## src/rtl/posit_pack.sv

```systemverilog
// posit_pack: two-stage posit encoder fed by the adder normalise stage.
// Stage 1 decodes the regime run and assembles the truncated body with
// guard/sticky; stage 2 rounds to nearest-even and applies the sign.
// Pipeline moves on a valid/ready handshake with full backpressure.
module posit_pack #(
    parameter int WIDTH = 7,
    parameter int EN    = 1,
    parameter int W_REG = $clog2(WIDTH),
    parameter int W_EXP = $clog2(WIDTH),
    parameter int W_MAN = WIDTH
) (
    input  logic                    clk,
    input  logic                    rst,
    input  logic                    in_valid,
    output logic                    in_ready,
    input  logic                    sign,
    input  logic                    nar,
    input  logic [W_MAN-1:0]        mantissa,
    input  logic signed [W_REG-1:0] regime,
    input  logic signed [W_EXP-1:0] exponent,
    output logic                    out_valid,
    input  logic                    out_ready,
    output logic [WIDTH-1:0]        out_posit
);

    // Body excludes the sign bit.
    localparam int BW  = WIDTH - 1;
    // Exponent and mantissa bits following the regime terminator.
    localparam int TW  = EN + W_MAN;
    // Two seed bits, tail, and zero padding so no tail bit is shifted out
    // for any non-saturating regime; everything below the body feeds
    // guard/sticky.
    localparam int SW  = 2 + TW + WIDTH;
    // Regime magnitude at which the run fills the body completely.
    localparam int SAT = WIDTH - 2;

    logic               s2_load;
    logic               s1_load;

    logic [TW-1:0]      tail;
    logic [W_REG-1:0]   shamt;
    logic [SW-1:0]      stream;
    int                 k_val;
    logic [BW-1:0]      dec_body;
    logic               dec_guard;
    logic               dec_sticky;
    logic               dec_zero;
    logic               dec_sat_max;
    logic               dec_sat_min;

    logic               s1_valid_q,   s1_valid_d;
    logic [BW-1:0]      s1_body_q,    s1_body_d;
    logic               s1_guard_q,   s1_guard_d;
    logic               s1_sticky_q,  s1_sticky_d;
    logic               s1_sign_q,    s1_sign_d;
    logic               s1_zero_q,    s1_zero_d;
    logic               s1_nar_q,     s1_nar_d;
    logic               s1_sat_max_q, s1_sat_max_d;
    logic               s1_sat_min_q, s1_sat_min_d;

    logic               round_up;
    logic [BW-1:0]      rnd_body;
    logic [WIDTH-1:0]   rnd_word;

    logic               s2_valid_q,   s2_valid_d;
    logic [WIDTH-1:0]   s2_word_q,    s2_word_d;

    // Advance rules: s2 frees when empty or drained; s1 frees when empty or shifting.
    always_comb begin
        s2_load = !s2_valid_q || out_ready;
        s1_load = !s1_valid_q || s2_load;
    end

    assign in_ready  = s1_load;
    assign out_valid = s2_valid_q;
    assign out_posit = s2_word_q;

    // Regime run decode and body assembly. For k >= 0 an arithmetic shift of
    // "10,tail" by k replicates the leading one into k+1 ones; for k < 0 a
    // logical shift of "01,tail" by -k-1 (== ~k) yields -k zeros then the 1.
    always_comb begin
        k_val = {{(32-W_REG){regime[W_REG-1]}}, regime};
        tail  = {exponent[EN-1:0], mantissa};
        if (regime[W_REG-1]) begin
            shamt  = ~regime;
            stream = {2'b01, tail, {WIDTH{1'b0}}} >> shamt;
        end else begin
            shamt  = regime;
            stream = $signed({2'b10, tail, {WIDTH{1'b0}}}) >>> shamt;
        end
        dec_body    = stream[SW-1 -: BW];
        dec_guard   = stream[SW-1-BW];
        dec_sticky  = |stream[SW-2-BW:0];
        dec_zero    = (regime == {1'b1, {(W_REG-1){1'b0}}}) &&
                      (mantissa == '0) && (exponent == '0);
        dec_sat_max = (k_val >= SAT);
        dec_sat_min = (k_val < -SAT);
    end

    // Stage 1 next-state: capture decoded fields when s1 is free.
    always_comb begin
        s1_valid_d   = s1_load ? in_valid : s1_valid_q;
        s1_body_d    = s1_body_q;
        s1_guard_d   = s1_guard_q;
        s1_sticky_d  = s1_sticky_q;
        s1_sign_d    = s1_sign_q;
        s1_zero_d    = s1_zero_q;
        s1_nar_d     = s1_nar_q;
        s1_sat_max_d = s1_sat_max_q;
        s1_sat_min_d = s1_sat_min_q;
        if (s1_load && in_valid) begin
            s1_body_d    = dec_body;
            s1_guard_d   = dec_guard;
            s1_sticky_d  = dec_sticky;
            s1_sign_d    = sign;
            s1_zero_d    = dec_zero;
            s1_nar_d     = nar;
            s1_sat_max_d = dec_sat_max;
            s1_sat_min_d = dec_sat_min;
        end
    end

    // Round to nearest-even, clamp at maxpos/minpos, then apply special codes and sign.
    always_comb begin
        round_up = s1_guard_q && (s1_sticky_q || s1_body_q[0]);
        rnd_body = s1_body_q;
        if (s1_sat_max_q) begin
            rnd_body = '1;
        end else if (s1_sat_min_q) begin
            rnd_body = BW'(1);
        end else begin
            if (round_up && (s1_body_q != '1)) begin
                rnd_body = s1_body_q + BW'(1);
            end
            if (rnd_body == '0) begin
                rnd_body = BW'(1);
            end
        end
        rnd_word = {1'b0, rnd_body};
        if (s1_sign_q) begin
            rnd_word = ~rnd_word + WIDTH'(1);
        end
        if (s1_zero_q) begin
            rnd_word = '0;
        end
        if (s1_nar_q) begin
            rnd_word = {1'b1, {BW{1'b0}}};
        end
    end

    // Stage 2 next-state: output word holds while stalled.
    always_comb begin
        s2_valid_d = s2_load ? s1_valid_q : s2_valid_q;
        s2_word_d  = (s2_load && s1_valid_q) ? rnd_word : s2_word_q;
    end

    // Pipeline registers with synchronous reset.
    always_ff @(posedge clk) begin
        if (rst) begin
            s1_valid_q   <= 1'b0;
            s1_body_q    <= '0;
            s1_guard_q   <= 1'b0;
            s1_sticky_q  <= 1'b0;
            s1_sign_q    <= 1'b0;
            s1_zero_q    <= 1'b0;
            s1_nar_q     <= 1'b0;
            s1_sat_max_q <= 1'b0;
            s1_sat_min_q <= 1'b0;
            s2_valid_q   <= 1'b0;
            s2_word_q    <= '0;
        end else begin
            s1_valid_q   <= s1_valid_d;
            s1_body_q    <= s1_body_d;
            s1_guard_q   <= s1_guard_d;
            s1_sticky_q  <= s1_sticky_d;
            s1_sign_q    <= s1_sign_d;
            s1_zero_q    <= s1_zero_d;
            s1_nar_q     <= s1_nar_d;
            s1_sat_max_q <= s1_sat_max_d;
            s1_sat_min_q <= s1_sat_min_d;
            s2_valid_q   <= s2_valid_d;
            s2_word_q    <= s2_word_d;
        end
    end

endmodule

```

## config.mk

```make
export PLATFORM = sky130hd
export DESIGN_NAME = posit_pack
export DESIGN_NICKNAME = d
export VERILOG_FILES = /design/src/rtl/posit_pack.sv
export SDC_FILE = /design/constraint.sdc
export NUM_CORES = 1
export LEC_CHECK = 0
export ABC_AREA = 1
export ABC_CLOCK_PERIOD_IN_PS = 4200
export CORE_ASPECT_RATIO = 0.5
export CORE_MARGIN = 4
export CORE_UTILIZATION = 25
export CTS_CLUSTER_DIAMETER = 150
export CTS_CLUSTER_SIZE = 25
export DETAILED_ROUTE_END_ITERATION = 6
export GPL_ROUTABILITY_DRIVEN = 0
export PLACE_DENSITY = 0.56
export SLEW_MARGIN = 20
export SYNTH_ARGS = -nofsm -noshare
export SYNTH_HDL_FRONTEND = slang
export SYNTH_SLANG_ARGS = --single-unit
```

## constraint.sdc

```tcl
create_clock -name clk -period 4.2 [get_ports clk]
set_input_delay 0.42 -clock clk [delete_from_list [all_inputs] [get_ports clk]]
set_output_delay 0.42 -clock clk [all_outputs]
set_load 0.02 [all_outputs]
```

==> summary.txt, run 1 <==
Synth
  • Post-synthesis sequential area ratio: 28.4%
  • Netlist cell types: 37
  • Synthesis-stage register bit count: 20
  • Syn_nets: 233
  • Syn. warnings: 0
  • Post-synthesis instance total: 212
  • Average size of a mapped cell: 6.66 sq um
  • Area of the mapped netlist: 1410 sq um

Worst setup path
  • CP arrival: 2.63 ns
  • Worst Path Required: 4.37 ns
  • Crit path launch type: flip-flop
  • Delay-heaviest family, CP: simple AND/OR/NAND/NOR gates
  • Reg-to-reg critical path startpoint: s1_body_q[0]$_SDFFE_PP0P_
  • CP Launch Point: s1_body_q[0]$_SDFFE_PP0P_
  • Critical Path Max Stage Delay: 0.48 ns
  • Worst Setup Path Type: flip-flop to flip-flop
  • Stages on worst setup path: 17
  • WP buf/inv: 2
  • Worst r2r path cells: 17
  • Slowest cell on crit path: dfxtp_1
  • CP endpoint kind: flip-flop
  • Cell-by-cell trace of the critical path: ha_1, inv_1, nor2_4, nand2_2, nand2_4, nand2_4, nand2_4, nand2_1, nor2_1, nand2_1, nand2_1, inv_2, ha_1, nand3_1, a21oi_1, nand3b_1, a21oi_1
  • CP Max Fanout: 8

Clock tree
  • CTS tree: done
  • H-Tree Level Count: 1
  • Root Driver: clkbuf_16
  • Post-CTS Setup Inserts: 0
  • Clock Latency Late Sink: 0.25 ns
  • Total CTS buffers: 3
  • Hold buffers post-CTS: 0
  • CTS sink cnt: 20
  • Post-cts resize count: 0
  • CTS clk-pin slew, worst paths: 0.06 ns
  • CTS Buffer Depth: 2

Die
  • Cell row count: 19
  • Placeable Area: 5470 sq um
  • Ports: 28
  • Die height: 61.1 um
  • Area of the die: 6980 sq um
  • Die Width: 114 um
  • Initial Util: 25.8%

Power
  • Net load switching power: 167 uW
  • Flop pwr share: 34.9%
  • Leakage: 0.760 nW
  • Tot Pwr: 618 uW
  • Worst vdd ir: 210 uV
  • Clock power frac: 41.8%
  • Combinational Power Share: 23.3%
  • Cell Pwr Density: 334 nW/um^2
  • Sw frac: 27.0%
  • Int Pwr: 452 uW

Placed design
  • Hpwl dp: 2770 um
  • Port Buf Inserts: 27

Global route
  • Number of global-route vias before repair: 1346
  • Largest net degree at the start of global routing: 17
  • Total grt overflow: 0
  • Antenna violations before repair: 0
  • Total track usage: 10.4%
  • First-pass GRT wire length: 5930 um

Routing
  • Final ANT Viol Nets: 0
  • Avg Vias per Cell: 4.70
  • Via Count: 1457
  • Pre-antenna DRT Iters: 4
  • DR WL/cell: 11.1 um
  • DRC: 0
  • Drt total wl: 3440 um
  • 1st-iter DRT viols: 49

Status
  • Status: finished, final reports clean

Timing
  • Fin. Hold Viols: 0
  • Sum Neg Setup Slack: 0 ns
  • # setup viols final: 0
  • Max-slew violations: 0
  • Worst Tran Pin Value: 0.681 ns
  • Max Fclk: 407 MHz
  • Fin Clk Skew: 0.00353 ns
  • RSZ-0062 raised after global routing: false
  • Tmin final: 2.46 ns
  • Final Cycle Share: 58.5%
  • Worst relative slew slack: 54.3%

Layout
  • NumNets Final: 259
  • Area grow syn2layout: 31.2%
  • Max reg flops: 7
  • Ant. Diodes: 0
  • Share of cells above drive strength 1: 10.1%

Hold path
  • Hold depth: 2
  • Hold Crit Start: out_posit[1]$_SDFFE_PP0P_
  • Hold Crit Class: flip-flop to flip-flop

Flow run
  • Max-Cap Viols: 0
-- logic make-up (layout without fill, tap and decap cells) --
kind of cell	Yosys count	in the layout	share of synthesized area, %
compound gates	59	59	25.1
buf+inv	38	63	10.4
fa+ha+maj	2	2	1.77
xor+xnor	2	2	1.24
simple gates	91	91	33.2
flops	20	20	28.4
-- worst paths after layout --
| kind | end | slack, ns |
|---|---|---|
| worst max register to register | out_posit[4]$_SDFFE_PP0P_ | 1.74 |
| worst min-delay path | out_posit[1]$_SDFFE_PP0P_ | 0.47 |
| worst min register to register | out_posit[1]$_SDFFE_PP0P_ | 0.47 |
| worst max-delay path | out_posit[4]$_SDFFE_PP0P_ | 1.74 |
-- worst register-to-register path, stage by stage, from the launching register on --
cell and delay [ns]:
dfxtp_1 0.48, ha_1 0.27, inv_1 0.09, nor2_4 0.14, nand2_2 0.09, nand2_4 0.10
nand2_4 0.06, nand2_4 0.07, nand2_1 0.05, nor2_1 0.08, nand2_1 0.08, nand2_1 0.11
inv_2 0.05, ha_1 0.20, nand3_1 0.13, a21oi_1 0.08, nand3b_1 0.15, a21oi_1 0.16
-- layout by cell type, fill, tap and decap left out, types with 2 or more instances in the layout --
master | Yosys | layout
a21oi_1 | 16 | 16
a21oi_2 | 2 | 2
a221oi_1 | 2 | 2
a31oi_1 | 3 | 3
clkbuf_16 | 0 | 3
clkdlybuf4s50_1 | 0 | 27
dfxtp_1 | 20 | 20
ha_1 | 2 | 2
inv_1 | 29 | 29
inv_2 | 3 | 3
nand2_1 | 42 | 42
nand2_2 | 3 | 3
nand2_4 | 4 | 4
nand3_1 | 9 | 9
nand3_2 | 3 | 3
nand3b_1 | 2 | 2
nand4_1 | 5 | 5
nor2_1 | 12 | 12
nor2_2 | 2 | 2
nor3_1 | 6 | 6
o2111ai_1 | 2 | 2
o211ai_1 | 4 | 4
o21ai_0 | 21 | 21
-- metrics by stage --
step	utilization [%]	hold WS [ns]	instances	worst slack, ns	cell area, sq um
4_1_cts	33.9	0.472	310	1.74	1850
3_5_place_dp	31.9	0.461	306	1.81	1750
3_3_place_gp	31.9	0.458	306	1.91	1750
6_report	33.9	0.469	310	1.74	1850
5_1_grt	33.9	0.490	310	1.51	1850
2_1_floorplan	-	0.445	212	2.06	1410
-- power by group through the flow --
stage | clock network, mW | registers (mW) | logic, mW
finish | 0.258 | 0.216 | 0.144
global route | 0.274 | 0.218 | 0.163
CTS | 0.264 | 0.216 | 0.145
detailed placement | 0 | 0.220 | 0.143
global placement | 0 | 0.219 | 0.143
floorplan | 0 | 0.220 | 0.0965
-- cells in the mapped netlist --
master | n | share of area [%]
ha_1 | 2 | 1.8
nand3_2 | 3 | 2.1
nor2_4 | 1 | 0.80
clkbuf_1 | 5 | 1.3
o22ai_1 | 1 | 0.44
nand2_2 | 3 | 1.3
a21oi_1 | 16 | 5.7
a21oi_2 | 2 | 1.2
o21ai_0 | 21 | 7.4
nand3b_1 | 2 | 1.1
nand3_1 | 9 | 3.2
buf_4 | 1 | 0.53
nor2_2 | 2 | 0.89
a2111oi_0 | 1 | 0.62
o2111ai_1 | 2 | 1.2
inv_1 | 29 | 7.7
xnor2_1 | 1 | 0.62
nor4_1 | 1 | 0.44
inv_2 | 3 | 0.80
a31oi_1 | 3 | 1.3
o21ai_2 | 1 | 0.62
nand4_1 | 5 | 2.2
nor3_1 | 6 | 2.1
nor2_1 | 12 | 3.2
a211oi_1 | 1 | 0.53
xor2_1 | 1 | 0.62
o211ai_1 | 4 | 2.1
o21bai_1 | 1 | 0.53
nor2_8 | 1 | 1.4
o31ai_1 | 1 | 0.53
a41oi_1 | 1 | 0.62
o21ai_1 | 1 | 0.35
nand2_1 | 42 | 11
dfxtp_1 | 20 | 28
a221oi_1 | 2 | 1.2
nand2_4 | 4 | 3.2
a21boi_1 | 1 | 0.53
-- metal layers --
metal / vias up / global-route usage [%] / wire, um
met3: 6 / 2.36 / 96
li1: 770 / - / -
met5: - / 0 / 0
met4: 0 / 3.21 / 57
met1: 661 / 12.8 / 1680
met2: 20 / 18.7 / 1610
-- final cells by class --
type | count | area [sq um]
Clock buffer | 3 | 75.1
Multi-Input combinational cell | 154 | 865
Tap cell | 73 | 91.3
Sequential cell | 20 | 400
Fill cell | 587 | 3620
Clock inverter | 1 | 30.0
Timing Repair Buffer | 27 | 270
Inverter | 32 | 120
(Power assumes the default switching activity.)
==> run 2, diff against run 1 <==
- ABC_CLOCK_PERIOD_IN_PS: 4200 -> 2450
- clock period: 4.2 -> 2.45 ns (I/O delays scaled with it)
==> run 2 against run 1 <==
Compared with the run above: sequential share of layout area down 0.38 points; global-route usage up 0.72 points; clock-buffer cell count unchanged; highest routed layer unchanged; flip-flop and latch count unchanged; critical endpoint unchanged; hold slack worse by 0.0018 ns; critical path type unchanged; sequential power up 70%; total power up 74%; non-clock buffer count up 4.
==> summary.txt, run 2 (synthesized netlist as in run 1, its figures left out) <==
Layout
  • Share of cells above drive strength 1: 12.9% (was 10.1%)
  • NumNets Final: 263 (was 259)
  • Area grow syn2layout: 34.0% (was 31.2%)
  • Commonest cells after routing, fill and taps aside: nand2_1, inv_1, clkdlybuf4s50_1 (unchanged)
  • Ant. Diodes: 0 (unchanged)
  • Max reg flops: 7 (unchanged)
  • Commonest non-fill, non-tap cell in the layout: nand2_1 (unchanged)

Worst setup path
  • Stages on worst setup path: 17 (unchanged)
  • Slowest cell on crit path: dfxtp_1 (unchanged)
  • RR Endpoint: out_posit[4]$_SDFFE_PP0P_ (unchanged)
  • Crit path launch type: flip-flop (unchanged)
  • Worst Path Required: 2.63 ns (was 4.37 ns)
  • Cell-by-cell trace of the critical path: ha_2, inv_1, nor2_4, nand2_2, nand2_4, nand2_4, nand2_4, nand2_1, nor2_1, nand2_1, nand2_1, inv_2, ha_1, nand3_1, a21oi_1, nand3b_1, a21oi_1 (was ha_1, inv_1, nor2_4, nand2_2, nand2_4, nand2_4, nand2_4, nand2_1, nor2_1, nand2_1, nand2_1, inv_2, ha_1, nand3_1, a21oi_1, nand3b_1, a21oi_1)
  • WP buf/inv: 2 (unchanged)
  • CP Max Fanout: 5 (was 8)
  • CP arrival: 2.33 ns (was 2.63 ns)
  • Reg-to-reg critical path startpoint: s1_body_q[0]$_SDFFE_PP0P_ (unchanged)
  • Worst Setup Path Type: flip-flop to flip-flop (unchanged)
  • Worst r2r path cells: 17 (unchanged)
  • Delay-heaviest family, CP: simple AND/OR/NAND/NOR gates (unchanged)
  • CP endpoint: out_posit[4]$_SDFFE_PP0P_ (unchanged)
  • Critical Path Max Stage Delay: 0.34 ns (was 0.48 ns)
  • Setup slack, reg-to-reg: 0.30 ns (was 1.74 ns)
  • CP endpoint kind: flip-flop (unchanged)
  • CP Launch Point: s1_body_q[0]$_SDFFE_PP0P_ (unchanged)

Routing
  • Drt total wl: 3670 um (was 3440 um)
  • Pre-antenna DRT Iters: 4 (unchanged)
  • Via Count: 1499 (was 1457)
  • DRC: 0 (unchanged)
  • 1st-iter DRT viols: 36 (was 49)
  • Avg Vias per Cell: 4.77 (was 4.70)
  • Final ANT Viol Nets: 0 (unchanged)
  • DR WL/cell: 11.7 um (was 11.1 um)

Timing
  • Hold Worst Slack: 0.467 ns (was 0.469 ns)
  • Worst Tran Pin Value: 0.505 ns (was 0.681 ns)
  • Tmin final: 2.15 ns (was 2.46 ns)
  • Final Cycle Share: 87.9% (was 58.5%)
  • RSZ-0062 raised after global routing: false (unchanged)
  • Sum Neg Setup Slack: 0 ns (unchanged)
  • Max-slew violations: 0 (unchanged)
  • # setup viols final: 0 (unchanged)
  • Worst relative slew slack: 65.5% (was 54.3%)
  • Max Fclk: 464 MHz (was 407 MHz)
  • Fin. Hold Viols: 0 (unchanged)
  • Fin Clk Skew: 0.000436 ns (was 0.00353 ns)

Power
  • Cell Pwr Density: 569 nW/um^2 (was 334 nW/um^2)
  • Worst vdd ir: 249 uV (was 210 uV)
  • Leakage: 0.778 nW (was 0.760 nW)
  • Tot Pwr: 1.08 mW (was 618 uW)

Hold path
  • Hold Crit Start: out_posit[1]$_SDFFE_PP0P_ (unchanged)
  • Hold Crit Class: flip-flop to flip-flop (unchanged)

Clock tree
  • Root Driver: clkbuf_16 (unchanged)
  • Total CTS buffers: 3 (unchanged)
  • Post-CTS Setup Inserts: 0 (unchanged)
  • CTS tree: done (unchanged)
  • Clock Latency Late Sink: 0.25 ns (about the same)
  • H-Tree Level Count: 1 (unchanged)
  • CTS clk-pin slew, worst paths: 0.06 ns (about the same)
  • CTS sink cnt: 20 (unchanged)
  • CTS Buffer Depth: 2 (unchanged)

Global route
  • First-pass GRT wire length: 6440 um (was 5930 um)
  • Number of global-route vias before repair: 1403 (was 1346)
  • Largest net degree at the start of global routing: 13 (was 17)
  • Total track usage: 11.1% (was 10.4%)
  • Antenna violations before repair: 0 (unchanged)
  • Total grt overflow: 0 (unchanged)

Die
  • Placeable Area: 5470 sq um (unchanged)
  • Ports: 28 (unchanged)
  • Die Width: 114 um (unchanged)
  • Cell row count: 19 (unchanged)
  • Die height: 61.1 um (unchanged)
  • Initial Util: 25.8% (unchanged)
  • Area of the die: 6980 sq um (unchanged)

Placed design
  • Hpwl dp: 2960 um (was 2770 um)
  • Port Buf Inserts: 27 (unchanged)

Flow run
  • Max-Cap Viols: 0 (unchanged)

Status
  • Status: finished, final reports clean (unchanged)
[run 2: through the flow]
stage               instances  cell area [sq um]  setup slack [ns]  utilization [%]
floorplan                 212               1410             0.311                -
global placement          310               1780             0.323             32.5
detailed placement        310               1780             0.242             32.5
CTS                       314               1880             0.212             34.4
global route              314               1890            0.0290             34.6
finish                    314               1890             0.297             34.6
[run 2: cell type report]
class                      count  area, sq um
clock inverter                 1         30.0
sequential                    20          402
tap                           73         91.3
inverter                      32          120
fill                         596         3580
clock buffer                   3         75.1
multi-input combinational    154          872
timing repair buffer          31          300
[run 2: power by group]
group,leakage [nW],switching (mW),internal (mW)
sequential,0.165,0.0186,0.348
combinational,0.562,0.154,0.109
clock,0.0511,0.122,0.324
total,0.778,0.295,0.781
[run 2: what timing repair did]
| item | 4_1_cts | 5_1_grt |
|---|---|---|
| endpoints found under the setup margin | 0 | 3 |
| gates resized for setup | 0 | 3 |
| hold buffers | 0 | 0 |
[run 2: per-layer routing]
layer	up-vias	share of wire, %	global-route usage [%]
li1	779	-	-
met1	687	49	14.7
met2	29	47	19.6
met3	4	2.9	2.06
met4	0	0.85	1.86
met5	-	0	0
[run 2: worst min-delay path by stage]
stage                     depth (start not counted)  slack [ns]                         to
final                                             2        0.47  out_posit[1]$_SDFFE_PP0P_
after global routing                              2        0.49  out_posit[1]$_SDFFE_PP0P_
after CTS                                         2        0.47  out_posit[1]$_SDFFE_PP0P_
after detailed placement                          2        0.46  out_posit[1]$_SDFFE_PP0P_
after global placement                            2        0.46  out_posit[1]$_SDFFE_PP0P_
after floorplan                                   3        0.43     s1_zero_q$_SDFFE_PP0P_
[run 2: worst register-to-register path: stages, from the launching register on]
cell	delay, ns
dfxtp_1	0.34
ha_2	0.20
inv_1	0.07
nor2_4	0.13
nand2_2	0.09
nand2_4	0.10
nand2_4	0.05
nand2_4	0.07
nand2_1	0.05
nor2_1	0.08
nand2_1	0.08
nand2_1	0.11
inv_2	0.05
ha_1	0.20
nand3_1	0.15
a21oi_1	0.08
nand3b_1	0.15
a21oi_1	0.11
